### config.mk
export PLATFORM = sky130hd
export DESIGN_NAME = data_io_loader_flat
export DESIGN_NICKNAME = d
export VERILOG_FILES = /design/src/rtl/data_io_pkg.sv /design/src/rtl/data_io_loader_if.sv /design/src/rtl/data_io_loader_spi_byte_rx.sv /design/src/rtl/data_io_loader.sv /design/src/flat_wrapper.sv
export SDC_FILE = /design/constraint.sdc
export NUM_CORES = 1
export LEC_CHECK = 0
export BUFFER_PORTS_ARGS = -buffer_cell sky130_fd_sc_hd__buf_4
export CORE_MARGIN = 2
export CORE_UTILIZATION = 57
export DETAILED_ROUTE_END_ITERATION = 16
export PLACE_DENSITY = 0.8
export SYNTH_ARGS = -nofsm -noshare
export SYNTH_HDL_FRONTEND = slang
export SYNTH_SLANG_ARGS = --single-unit
### constraint.sdc
create_clock -name clk -period 3.6 [get_ports clk]
set_input_delay 0.54 -clock clk [delete_from_list [all_inputs] [get_ports clk]]
set_output_delay 0.54 -clock clk [all_outputs]
set_load 0.01 [all_outputs]
### src/rtl/data_io_pkg.sv
// Shared constants and types for the data_io_loader download port.
package data_io_pkg;

  localparam int unsigned BYTE_W = 8;

  localparam logic [BYTE_W-1:0] UIO_FILE_TX     = 8'h53;
  localparam logic [BYTE_W-1:0] UIO_FILE_TX_DAT = 8'h54;
  localparam logic [BYTE_W-1:0] UIO_FILE_INDEX  = 8'h55;

  typedef enum logic [1:0] {
    IDLE  = 2'd0,
    LOAD  = 2'd1,
    FLUSH = 2'd2
  } state_t;

endpackage

### src/rtl/data_io_loader_if.sv
// Memory write channel: req/ack handshake with byte-addressed word and byte enables.
interface data_io_loader_if
  import data_io_pkg::*;
#(
  parameter int unsigned ADDR_W = 16,
  parameter int unsigned DATA_W = 8
);
  localparam int unsigned BE_W = DATA_W / BYTE_W;

  logic              wr_req;
  logic [ADDR_W-1:0] wr_addr;
  logic [DATA_W-1:0] wr_data;
  logic [BE_W-1:0]   wr_be;
  logic              wr_ack;

  modport master (output wr_req, output wr_addr, output wr_data, output wr_be, input wr_ack);
  modport slave  (input wr_req, input wr_addr, input wr_data, input wr_be, output wr_ack);
endinterface

### src/rtl/data_io_loader_spi_byte_rx.sv
// SPI receiver oversampled in the clk domain: synchronisers, sck edge detect and byte framing.
module spi_byte_rx
  import data_io_pkg::*;
(
  input  logic              clk,
  input  logic              reset,
  input  logic              spi_sck,
  input  logic              spi_ss,
  input  logic              spi_sdi,
  output logic [BYTE_W-1:0] rx_byte,
  output logic              byte_valid,
  output logic              is_cmd
);

  logic [1:0] sck_s;
  logic [1:0] ss_s;
  logic [1:0] sdi_s;
  logic       sck_d;
  logic [3:0] bit_cnt;
  logic [6:0] shift;
  logic       rise_c;

  assign rise_c = sck_s[1] & ~sck_d;

  // Two-flop synchronisers; ss resets to the deselected level.
  always_ff @(posedge clk or posedge reset) begin
    if (reset) begin
      sck_s <= 2'b00;
      ss_s  <= 2'b11;
      sdi_s <= 2'b00;
      sck_d <= 1'b0;
    end else begin
      sck_s <= {sck_s[0], spi_sck};
      ss_s  <= {ss_s[0], spi_ss};
      sdi_s <= {sdi_s[0], spi_sdi};
      sck_d <= sck_s[1];
    end
  end

  // Bits 0-7 are the command; bits 8-15 repeat for every following data byte.
  always_ff @(posedge clk or posedge reset) begin
    if (reset) begin
      bit_cnt    <= 4'd0;
      shift      <= 7'd0;
      rx_byte    <= '0;
      byte_valid <= 1'b0;
      is_cmd     <= 1'b0;
    end else begin
      byte_valid <= 1'b0;
      if (ss_s[1]) begin
        bit_cnt <= 4'd0;
      end else if (rise_c) begin
        shift <= {shift[5:0], sdi_s[1]};
        if (bit_cnt[2:0] == 3'd7) begin
          rx_byte    <= {shift, sdi_s[1]};
          byte_valid <= 1'b1;
          is_cmd     <= ~bit_cnt[3];
        end
        bit_cnt <= (bit_cnt == 4'd15) ? 4'd8 : bit_cnt + 4'd1;
      end
    end
  end

endmodule

### src/rtl/data_io_loader.sv
// SPI file download port: decodes 0x53/0x54/0x55, packs bytes into DATA_W words for a req/ack memory port.
// Optional running XOR checksum on the cksum port when DATA_IO_CKSUM_EN is defined.
module data_io_loader
  import data_io_pkg::*;
#(
  parameter int unsigned       ADDR_W     = 16,
  parameter int unsigned       DATA_W     = 8,
  parameter logic [ADDR_W-1:0] START_ADDR = '0,
  parameter logic [7:0]        PAD        = 8'hFF
)(
  input  logic              clk,
  input  logic              reset,
  input  logic              spi_sck,
  input  logic              spi_ss,
  input  logic              spi_sdi,
  output logic              downloading,
  output logic [7:0]        index,
  output logic [ADDR_W:0]   size,
  output logic              overflow,
  data_io_loader_if.master  wr,
  output logic [7:0]        cksum
);

  localparam int unsigned LANES  = DATA_W / BYTE_W;
  localparam int unsigned LANE_W = (LANES > 1) ? $clog2(LANES) : 1;
  localparam int unsigned SIZE_W = ADDR_W + 1;
  localparam logic [SIZE_W-1:0] SIZE_MAX = {1'b1, {ADDR_W{1'b0}}};

  logic [BYTE_W-1:0] rx_byte;
  logic              byte_valid;
  logic              is_cmd;

  state_t            state, state_nxt;
  logic              dl_nxt;
  logic [BYTE_W-1:0] cmd;
  logic [LANE_W-1:0] fill;
  logic [DATA_W-1:0] pack;
  logic [ADDR_W-1:0] wptr;

  logic              req_q;
  logic [ADDR_W-1:0] addr_q;
  logic [DATA_W-1:0] data_q;
  logic [LANES-1:0]  be_q;

  logic              data_c, start_c, stop_c, dat_c, index_c;
  logic              last_lane_c, slot_free_c, has_part_c, flush_c;
  logic [DATA_W-1:0] word_c, pad_c;
  logic [LANES-1:0]  be_c;

  spi_byte_rx u_rx (
    .clk        (clk),
    .reset      (reset),
    .spi_sck    (spi_sck),
    .spi_ss     (spi_ss),
    .spi_sdi    (spi_sdi),
    .rx_byte    (rx_byte),
    .byte_valid (byte_valid),
    .is_cmd     (is_cmd)
  );

  assign data_c      = byte_valid & ~is_cmd;
  assign start_c     = data_c && (cmd == UIO_FILE_TX) && rx_byte[0];
  assign stop_c      = data_c && (cmd == UIO_FILE_TX) && !rx_byte[0];
  assign dat_c       = data_c && (cmd == UIO_FILE_TX_DAT) && (state == LOAD);
  assign index_c     = data_c && (cmd == UIO_FILE_INDEX);
  assign last_lane_c = (fill == LANE_W'(LANES - 1));
  assign slot_free_c = !req_q || wr.wr_ack;
  assign has_part_c  = (fill != '0);
  assign flush_c     = (state == FLUSH) && has_part_c && slot_free_c;

  assign wr.wr_req  = req_q;
  assign wr.wr_addr = addr_q;
  assign wr.wr_data = data_q;
  assign wr.wr_be   = be_q;

  // Word with the incoming byte merged, and the padded partial word for a flush.
  always_comb begin
    word_c = pack;
    pad_c  = '0;
    be_c   = '0;
    word_c[int'(fill)*BYTE_W +: BYTE_W] = rx_byte;
    for (int i = 0; i < int'(LANES); i++) begin
      be_c[i] = (LANE_W'(i) < fill);
      pad_c[i*BYTE_W +: BYTE_W] = be_c[i] ? pack[i*BYTE_W +: BYTE_W] : PAD;
    end
  end

  always_ff @(posedge clk or posedge reset) begin
    if (reset) state <= IDLE;
    else       state <= state_nxt;
  end

  // A start command restarts from any state; FLUSH ends once nothing is left to write.
  always_comb begin
    state_nxt = state;
    if (start_c) begin
      state_nxt = LOAD;
    end else begin
      case (state)
        LOAD:    if (stop_c) state_nxt = FLUSH;
        FLUSH:   if (!has_part_c && slot_free_c) state_nxt = IDLE;
        default: state_nxt = state;
      endcase
    end
  end

  always_comb begin
    dl_nxt = (state_nxt != IDLE);
  end

  always_ff @(posedge clk or posedge reset) begin
    if (reset) begin
      downloading <= 1'b0;
      index       <= '0;
      size        <= '0;
      overflow    <= 1'b0;
      cmd         <= '0;
      req_q       <= 1'b0;
      addr_q      <= START_ADDR;
      data_q      <= '0;
      be_q        <= '0;
      wptr        <= START_ADDR;
      fill        <= '0;
      pack        <= '0;
    end else begin
      downloading <= dl_nxt;
      if (byte_valid && is_cmd) cmd <= rx_byte;
      if (index_c) index <= rx_byte;
      if (start_c) begin
        size     <= '0;
        overflow <= 1'b0;
        req_q    <= 1'b0;
        wptr     <= START_ADDR;
        fill     <= '0;
        pack     <= '0;
      end else begin
        if (req_q && wr.wr_ack) req_q <= 1'b0;
        if (dat_c) begin
          pack <= word_c;
          if (size != SIZE_MAX) size <= size + SIZE_W'(1);
          if (last_lane_c) begin
            // Pointer advances even for a dropped word so the memory layout is kept.
            fill <= '0;
            wptr <= wptr + ADDR_W'(LANES);
            if (slot_free_c) begin
              req_q  <= 1'b1;
              addr_q <= wptr;
              data_q <= word_c;
              be_q   <= '1;
            end else begin
              overflow <= 1'b1;
            end
          end else begin
            fill <= fill + LANE_W'(1);
          end
        end else if (flush_c) begin
          req_q  <= 1'b1;
          addr_q <= wptr;
          data_q <= pad_c;
          be_q   <= be_c;
          fill   <= '0;
          wptr   <= wptr + ADDR_W'(LANES);
        end
      end
    end
  end

`ifdef DATA_IO_CKSUM_EN
  always_ff @(posedge clk or posedge reset) begin
    if (reset)        cksum <= '0;
    else if (start_c) cksum <= '0;
    else if (dat_c)   cksum <= cksum ^ rx_byte;
  end
`else
  assign cksum = '0;
`endif

endmodule

### src/flat_wrapper.sv
// flat-port wrapper written by rule: the top's interface ports become plain ports
module data_io_loader_flat import data_io_pkg::*;
#(
  parameter int unsigned       ADDR_W     = 16,
  parameter int unsigned       DATA_W     = 8,
  parameter logic [ADDR_W-1:0] START_ADDR = '0,
  parameter logic [7:0]        PAD        = 8'hFF
)
  (clk, reset, spi_sck, spi_ss, spi_sdi, downloading, index, size, overflow, cksum, wr_wr_req, wr_wr_addr, wr_wr_data, wr_wr_be, wr_wr_ack);
  data_io_loader_if #(.ADDR_W(ADDR_W), .DATA_W(DATA_W)) wr_i ();
  input  logic clk;
  input  logic reset;
  input  logic spi_sck;
  input  logic spi_ss;
  input  logic spi_sdi;
  output logic downloading;
  output logic [7:0] index;
  output logic [ADDR_W:0] size;
  output logic overflow;
  output logic [7:0] cksum;
  output wire logic [$bits(wr_i.wr_req)-1:0] wr_wr_req;
  output wire logic [$bits(wr_i.wr_addr)-1:0] wr_wr_addr;
  output wire logic [$bits(wr_i.wr_data)-1:0] wr_wr_data;
  output wire logic [$bits(wr_i.wr_be)-1:0] wr_wr_be;
  input wire logic [$bits(wr_i.wr_ack)-1:0] wr_wr_ack;
  assign wr_wr_req = wr_i.wr_req;
  assign wr_wr_addr = wr_i.wr_addr;
  assign wr_wr_data = wr_i.wr_data;
  assign wr_wr_be = wr_i.wr_be;
  assign wr_i.wr_ack = wr_wr_ack;
  data_io_loader #(.ADDR_W(ADDR_W), .DATA_W(DATA_W), .START_ADDR(START_ADDR), .PAD(PAD)) u_core (.clk(clk), .reset(reset), .spi_sck(spi_sck), .spi_ss(spi_ss), .spi_sdi(spi_sdi), .downloading(downloading), .index(index), .size(size), .overflow(overflow), .wr(wr_i), .cksum(cksum));
endmodule
# Word-level counts from Yosys, hierarchy flattened
# Cells that the tools add are included.
# op_classes
n_mux	47
bitwise_logic	7
eq_ne	13
n_reduce_logical	27
n_lt_le_gt_ge	1
addsub	5
shifts	2
# op_table
cell	count
two-way mux 16 bit	8
two-way mux 8 bit	7
two-way mux 17 bit	3
negation 4 -> 34 bit	1
variable shift 8 x 34 -> 8 bit (first input constant)	1
indexed part select 8 x 34 -> 8 bit	1
equality test 8 x 7 -> 1 bit (second input constant)	3
two-way mux 1 bit	21
adder 17 x 1 -> 17 bit (second input constant)	1
!= test 17 bit (second input constant)	1
adder 16 x 1 -> 16 bit (second input constant)	1
two-way mux 4 bit	3
logical AND 1 bit	11
nonzero test 2 bit	5
bitwise mux 8 bit	1
two-way mux 2 bit	3
!= test 2 bit (second input constant)	3
AND reduction 2 bit	3
AND reduction 3 bit	2
NOT 1 bit	5
adder 4 x 1 -> 4 bit (second input constant)	1
equality test 4 bit (second input constant)	1
case mux 2 bit (2 select lines)	1
AND reduction 4 bit	1
11 further kinds	14
# totals
regBits	116
out_inout_bits	61
input_bits	6
wordCells	124

# Longest topological paths before layout
# Gate-level depths: netlist of run 1.
# logic_depth
depth_word	8
mapped_depth	9
depth_no_buf	7

# Hierarchy
# Synthesis of run 1 repeated with hierarchy kept, for this count alone.
# hier_totals
hier_cells	393
area_unflattened_um2	4785.8
# by_module_without_submodules
mod	cells_per_inst	n_inst	area_per_inst_um2
data_io_loader	326	1	3738.6
spi_byte_rx	67	1	1047.3

# Worst setup path after synthesis of run 1
# No wires, ideal clock.
# synth_path
path_type	reg2reg
startpoint	register u_core.state[0]
endpoint	register u_core.addr_q[10] (netlist: u_core.wr.wr_addr[10])
slack_ns	1.730
required_time_ns	3.475
setup_time_ns	0.125
path_stages_with_launch	8
arrival_ns	1.745
cell_sequence	dfrtp_1 -> ha_1 -> and4bb_2 -> and3_1 -> buf_6 -> nand2_4 -> buf_6 -> mux2_4
# synth_between
elab_chain_cells	5
# synth_lines
item	line	source
from (decl)	data_io_loader.sv:33	state_t state, state_nxt;
from (signal assigned)	data_io_loader.sv:90	else state <= state_nxt;
equality test 2 bit	data_io_loader.sv:69	assign flush_c = (state == FLUSH) && has_part_c && slot_free_c;
logical AND 1 bit (2 in a row)	data_io_loader.sv:69	
nonzero test 2 bit (no line)	-	
AND reduction 4 bit (no line)	-	
to (signal assigned)	data_io_loader.sv:147	addr_q <= wptr;
to (signal assigned)	data_io_loader.sv:158	addr_q <= wptr;
to (decl)	data_io_loader.sv:41	logic [ADDR_W-1:0] addr_q;
# Parallel ways exist; a longest one is shown, timed or not.
# A chain may end at the register's enable or synchronous reset.

# Final worst setup path of run 1
# layout_path
startpoint	register u_core.state[1]
endpoint	register u_core.data_q[7] (netlist: u_core.wr.wr_data[7])
# layout_between
elab_chain_cells	5
# layout_lines
item	line	source
equality test 2 bit	data_io_loader.sv:69	
logical AND 1 bit (2 in a row)	data_io_loader.sv:69	
nonzero test 2 bit (no line)	-	
AND reduction 4 bit (no line)	-	
to (signal assigned)	data_io_loader.sv:148	data_q <= word_c;
to (signal assigned)	data_io_loader.sv:159	data_q <= pad_c;
to (decl)	data_io_loader.sv:42	logic [DATA_W-1:0] data_q;
# Parallel ways exist; a longest one is shown, timed or not.

==> flow_summary.ini, run 1 <==
[outcome]
status = finished clean

[route]
post_drt_wl_per_cell_um = 15.36
wirelength_um = 8464
dr_wl_met2_um = 4168
top_layer_used = met4
drt-met1-wl_um = 3908
drtIter0Drc = 126
route.detailed.vias_per_inst = 5.490
met3_wirelength_um = 255
drt_first_pass_iters = 4
postRouteAntennaNets = 0
route.vias.total = 3025
drc = 0

[placed_design]
globalplace.congestion = 0.7911
portBuffers = 58
place_ws_ns = 1.295
place_hpwl_um = 5761

[logic_synthesis]
netlist.area_leader.share = 0.5556
yosys.area.top_type = dfrtp_1
ys.flop_type = dfrtp_1
synth_top_family_by_area = simple AND/OR/NAND/NOR gates
synth-compound-area-share = 0.02989
yosysWarningCount = 0
synth.area.mux_share = 0.1442
synthAdderAreaFrac = 0.01852
synth-simple-area-share = 0.1627
ys_seq_area_frac = 0.5667
syn_area_per_cell_um2 = 12.45
synth_area_leaders = dfrtp_1 56%, mux2_2 5.5%, mux2_4 5.4%
synth-async-reset-ratio = 1.000
synth_edf_count = 0
ys_types = 45
synth_area_um2 = 4730
netlist_instances = 380
synth_seq_cells = 107
synthXorXnorAreaFrac = 0.04259

[global_routing]
antenna_found_initial = 0
grt_pass1_wl_um = 14030
gr-total-overflow = 0
grt_pass1_vias = 2990
track_usage = 0.2003
grt_max_degree = 87

[sta]
worst-slew-pin-transition_ns = 1.021
period_share = 0.6438
fin_skew_ns = 0.008424
rsz0062_at_grt = false
min_period_ns = 2.318
max_slew_margin = 0.3197
finalSetupTns_ns = 0
setup_ws_ns = 1.282
max_clock_freq_mhz = 431.5
finalSetupViolations = 0
drv_slew = 0
whs_ns = 0.2709
hold_viol = 0

[clock_network]
clk_pin_slew_ns = 0.10
cts_tree = built
cts.sinks = 107
cts_resized = 0
insertion_delay_ns = 0.36
clockBufferDepth = 2
cts_root_buf = clkbuf_8
numCtsBuffers = 9
cts_max_level = 3
hold_buffers = 0
cts_setup_buffers = 0

[worst_setup_path]
worstPathArrival_ns = 2.57
cpPeakStageDelay_ns = 0.44
crit_chain = inv_1 > ha_1 > and4bb_2 > and3_1 > nand2_4 > mux2_1
crit_path_max_fanout = 26
crit_type = register to register
cp.required_ns = 3.85
cpMaxStageDelayCell = and3_1
rrSetupSlack_ns = 1.28
r2r_cells = 6
critPathCaptureType = register
startpoint_type = register

[power]
p_leak_nw = 2.685
p_sw_frac = 0.2268
powerDensity_nw_per_um2 = 385.5
p_clk_frac = 0.362
p_int_mw = 1.618
peakVddDrop_uv = 250.5
switching_power_mw = 0.4746
comb_power_share = 0.033
seqPwrFrac = 0.605
total_power_mw = 2.092

[final_layout]
multi_input_area_um2 = 1912
seqCellArea_um2 = 2680
fill_cells = 604
nets = 454
syn_to_final_growth_pct = 14.76
antenna_cells = 0
drive_above_1_share = 0.2982

[floorplan]
core_um2 = 8134
die_h_um = 95.09
rows = 33
dieArea_um2 = 9042
initial_core_util = 0.5814
io_pins = 67
dieWidth_um = 95.09

[min_path]
min_path_cells = 1
hold_path.class = input pin to register

[job]
maxCapViolations = 0
synthesized netlist by cell type, drive strengths merged (2+ instances only):
| library cell | number |
|---|---|
| dfrtp | 105 |
| mux2 | 54 |
| nand2 | 29 |
| nor2 | 26 |
| nand3 | 19 |
| xnor2 | 17 |
| buf | 16 |
| o21ai | 14 |
| a21oi | 11 |
| inv | 11 |
| nor3 | 8 |
| nor4 | 8 |
| ha | 7 |
| nand4 | 7 |
| and4 | 6 |
| or3 | 6 |
| xor2 | 6 |
| and3 | 4 |
| nor2b | 4 |
| nand2b | 3 |
| nor3b | 3 |
| nor4b | 3 |
| and4bb | 2 |
| dfstp | 2 |
| nand4bb | 2 |
critical path: cells and delay by family (launching register included):
family,cells,cell delay (ns)
fa+ha+maj,1,0.17
buf+inv,1,0.07
flops,1,0.41
mux,1,0.42
simple gates,3,1.13
power groups by stage:
stage | combinational [mW] | sequential, mW | clock, mW
after CTS | 0.0717 | 1.27 | 0.777
after floorplan | 0.0619 | 1.28 | 0
after detailed placement | 0.0715 | 1.29 | 0
final | 0.0690 | 1.27 | 0.757
after global routing | 0.0793 | 1.27 | 0.810
after global placement | 0.0685 | 1.28 | 0
per-stage QoR:
step | instances | utilization | cell area [um2]
finish | 551 | 0.6673 | 5428
global route | 551 | 0.6673 | 5428
global placement | 535 | 0.6414 | 5218
CTS | 551 | 0.6673 | 5428
detailed placement | 535 | 0.6414 | 5218
floorplan | 387 | - | 4756
cell usage in the layout, fill, tap and decap left out, types with 3 or more instances in the layout:
master / n
conb_1: 8
nor4_1: 4
and3_1: 4
nand2_1: 27
mux2_2: 23
nand3_1: 17
a21oi_1: 11
nor3_1: 8
or3_1: 6
nand2b_1: 3
buf_4: 60
o21ai_0: 12
nor2b_1: 4
xor2_1: 6
nand4_1: 6
xnor2_1: 17
nor2_1: 25
mux2_4: 17
mux2_1: 14
clkbuf_8: 10
dfrtp_1: 105
ha_1: 7
inv_1: 10
nor4_2: 4
and4_1: 6
final cells by class:
cell class | count | share of cell area
clock buffer | 10 | 0.02536
clock inverter | 6 | 0.01337
inverter | 11 | 0.008068
multi-input combinational | 252 | 0.3522
sequential | 107 | 0.4938
tap | 105 | 0.02420
timing repair buffer | 60 | 0.08299
path summary, 6_finish.rpt:
path / startpoint / to
worst max-delay path: u_core.state[1] / u_core.wr.wr_data[7]
worst min-delay path: spi_sdi / u_core.u_rx.sdi_s[0]
worst max register to register: u_core.state[1] / u_core.wr.wr_data[7]
worst min register to register: u_core.u_rx.sdi_s[0] / u_core.u_rx.sdi_s[1]
max in group asynchronous: reset / u_core.overflow
min in group asynchronous: reset / u_core.size[14]
kinds of logic (layout without fill, tap and decap cells):
| group | count (synthesis) | count (layout) |
|---|---|---|
| AO/OA/AOI/OAI | 27 | 27 |
| XOR/XNOR | 23 | 23 |
| adder cells (fa/ha/maj) | 7 | 7 |
| buffers and inverters | 28 | 87 |
| flip-flops | 107 | 107 |
| multiplexers | 55 | 55 |
| other | 1 | 8 |
| AND/OR/NAND/NOR | 132 | 132 |
registers in the layout, summed over array words and instances, names as in the netlist:
name and cells:
u_core.overflow 1, u_core.index 8, u_core.state 2, u_core.wr.wr_addr 16, u_core.wr.wr_be 1, u_core.u_rx.shift 7
u_core.u_rx.sdi_s 2, u_core.cmd 8, u_core.u_rx.sck_s 2, u_core.u_rx.is_cmd 1, u_core.size 17, u_core.u_rx.ss_s 2
u_core.wr.wr_data 8, u_core.u_rx.rx_byte 8, u_core.downloading 1, u_core.u_rx.bit_cnt 4, u_core.wr.wr_req 1, u_core.u_rx.sck_d 1
u_core.u_rx.byte_valid 1, u_core.wptr 16
metal layers:
metal	global-route usage	vias up
li1	-	1437
met1	0.2636	1517
met2	0.3345	58
met3	0.03083	13
met4	0.08092	0
met5	0	-
No activity file was read; power rests on OpenSTA's default activity.
==> run 2: changes to the inputs <==
--- a/config.mk
+++ b/config.mk
@@ -5,11 +5,12 @@
 export SDC_FILE = /design/constraint.sdc
 export NUM_CORES = 1
 export LEC_CHECK = 0
+export ABC_AREA = 1
 export BUFFER_PORTS_ARGS = -buffer_cell sky130_fd_sc_hd__buf_4
 export CORE_MARGIN = 2
-export CORE_UTILIZATION = 57
+export CORE_UTILIZATION = 52
 export DETAILED_ROUTE_END_ITERATION = 16
-export PLACE_DENSITY = 0.8
+export PLACE_DENSITY = 0.77
 export SYNTH_ARGS = -nofsm -noshare
 export SYNTH_HDL_FRONTEND = slang
 export SYNTH_SLANG_ARGS = --single-unit
==> constraint.sdc (replaced) <==
create_clock -name clk -period 2.1 [get_ports clk]
set_input_delay 0.315 -clock clk [delete_from_list [all_inputs] [get_ports clk]]
set_output_delay 0.315 -clock clk [all_outputs]
set_load 0.01 [all_outputs]
==> run 2 against run 1 <==
  * Synthesized cell count rose by 66%
  * Synthesized area rose by 9.1%
  * Final area rose by 9.0%
  * Highest routed layer unchanged
==> flow_summary.ini, run 2 <==
[worst_setup_path]
startpoint_type = register
rrSetupSlack_ns = 0.29
worstPathArrival_ns = 2.08
cp.required_ns = 2.37
crit_path_max_fanout = 18
r2r_cells = 9
critPathCaptureType = register
crit_end = u_core.size[1]
crit-reg2reg-launch = u_core.state[1]
crit_type = register to register
r2r_end = u_core.size[1]
crit_start = u_core.state[1]

[placed_design]
place_ws_ns = 0.3061
place_area_um2 = 5683
portBuffers = 58
place_hpwl_um = 7458
placed_cells = 811
globalplace.congestion = 0.8615

[clock_network]
cts_root_buf = clkbuf_8
cts_max_level = 3
clockBufferDepth = 2
cts_setup_buffers = 0
cts.sinks = 107
cts_resized = 0
hold_buffers = 0
numCtsBuffers = 9
insertion_delay_ns = 0.37
cts_tree = built
clk_pin_slew_ns = 0.10

[logic_synthesis]
synthXorXnorAreaFrac = 0
synth.area.mux_share = 0
synthTopCellsByCount = 185 x nand2_1, 105 x dfrtp_1, 73 x inv_1
synth_area_leaders = dfrtp_1 51%, nand2_1 13%, inv_1 5.3%
ys_seq_area_frac = 0.5193
ys.flop_type = dfrtp_1
synth-compound-area-share = 0.08776
synth_seq_cells = 107
synth.most_common_cell = nand2_1
synthAdderAreaFrac = 0.01697
synth-async-reset-ratio = 1.000
synth_area_um2 = 5161
synth_top_family_by_area = simple AND/OR/NAND/NOR gates
netlist.area_leader.share = 0.5091
netlist_instances = 631
yosys.area.top_type = dfrtp_1
synth_edf_count = 0
ys_types = 33
synth-simple-area-share = 0.2848
yosysWarningCount = 0
syn_area_per_cell_um2 = 8.179

[final_layout]
syn_to_final_growth_pct = 14.62
largest_reg_flops = 17
layout_common_cells = 185 x nand2_1, 105 x dfrtp_1, 72 x inv_1
final_common_cell = nand2_1
fin_util = 0.6109
postLayoutCellArea_um2 = 5916
regMostFlops = u_core.size
nets = 702
fill_cells = 897
final-instance-count-excl-fill = 827
antenna_cells = 0
drive_above_1_share = 0.1556

[route]
drt_first_pass_iters = 5
drc = 0
wirelength_um = 10600
route.detailed.vias_per_inst = 5.135
postRouteAntennaNets = 0
route.vias.total = 4247
drtIter0Drc = 246
post_drt_wl_per_cell_um = 12.82

[power]
powerDensity_nw_per_um2 = 617.6
seqPwrFrac = 0.580
p_leak_nw = 2.830
peakVddDrop_uv = 517.9
p_clk_frac = 0.393
comb_power_share = 0.028
p_sw_frac = 0.2279
total_power_mw = 3.654
switching_power_mw = 0.8327
p_int_mw = 2.821

[global_routing]
track_usage = 0.2036
antenna_found_initial = 0
grt_pass1_vias = 3851
grt_max_degree = 108
grt_pass1_wl_um = 18130
gr-total-overflow = 0

[sta]
period_share = 0.8640
whs_ns = 0.04500
rsz0062_at_grt = false
finalSetupTns_ns = 0
max_clock_freq_mhz = 551.2
worst-slew-pin-transition_ns = 0.5452
min_period_ns = 1.814
max_slew_margin = 0.6365
fin_skew_ns = 0.01392
finalSetupViolations = 0
hold_viol = 0
drv_slew = 0
setup_ws_ns = 0.2856

[floorplan]
dieWidth_um = 103.6
initial_core_util = 0.5329
core_um2 = 9684
die_h_um = 103.6
rows = 36
dieArea_um2 = 10740
io_pins = 67

[outcome]
status = finished clean

[job]
maxCapViolations = 0

[min_path]
hold_path.class = input pin to register
[run 2: changes by cell type in the layout (fill, tap and decap cells not counted), moves of 9 or more]
| cell | delta |
|---|---|
| nand2_1 | +158 |
| inv_1 | +62 |
| o21ai_0 | +42 |
| nand3_1 | +27 |
| nand4_1 | +26 |
| mux2_2 | -23 |
| o21ai_1 | +21 |
| nor2_1 | +19 |
| mux2_4 | -17 |
| xnor2_1 | -17 |
| mux2_1 | -14 |
| a21oi_1 | -9 |
[run 2: worst min-delay path by stage]
stage | startpoint | endpoint | slack, ns | cells after the start
floorplan | spi_ss | u_core.u_rx.ss_s[0] | 0.32 | 0
global placement | u_core.u_rx.sck_s[0] | u_core.u_rx.sck_s[1] | 0.33 | 0
detailed placement | u_core.u_rx.sdi_s[0] | u_core.u_rx.sdi_s[1] | 0.34 | 0
CTS | spi_ss | u_core.u_rx.ss_s[0] | 0.03 | 1
global route | spi_ss | u_core.u_rx.ss_s[0] | 0.02 | 1
finish | spi_ss | u_core.u_rx.ss_s[0] | 0.05 | 1
[run 2: worst max-delay path, stage by stage, from the launching register on]
cell and delay, ns:
dfrtp_1 0.41, inv_1 0.06, ha_1 0.22, nand2_1 0.07, nor2_1 0.17, nand3_4 0.17, nor2_8 0.31, inv_4 0.15
nand3_1 0.10, nand2_1 0.05
[run 2: logic make-up after synthesis]
family	Yosys count
AOI/OAI and AO/OA	86
DFF	107
adders and majority gates	7
and+or+nand+nor	328
buffers and inverters	102
other	1
[run 2: layout make-up]
cell class,count,area (um2),share of cell area
flip-flops and latches,107,2680,0.4530
multi-input cells,429,2041,0.3450
repair buffers,65,500.5,0.08460
inverters,77,295.3,0.04992
well taps,133,166.4,0.02813
clock buffers,9,123.9,0.02094
clock inverters,7,108.9,0.01840
[run 2: power groups by stage]
stage / Clock, mW / Sequential (mW) / Combinational [mW]
after floorplan: 0 / 2.15 / 0.0827
after global placement: 0 / 2.16 / 0.101
after detailed placement: 0 / 2.16 / 0.105
after CTS: 1.48 / 2.12 / 0.105
after global routing: 1.55 / 2.12 / 0.122
final: 1.43 / 2.12 / 0.101
[run 2: per-layer routing]
metal,vias to the layer above,share of wire,GRT usage
met1,2000,0.46,0.2793
met5,-,0,0
li1,2137,-,-
met3,14,0.046,0.03650
met4,0,0.014,0.06274
met2,96,0.48,0.3325
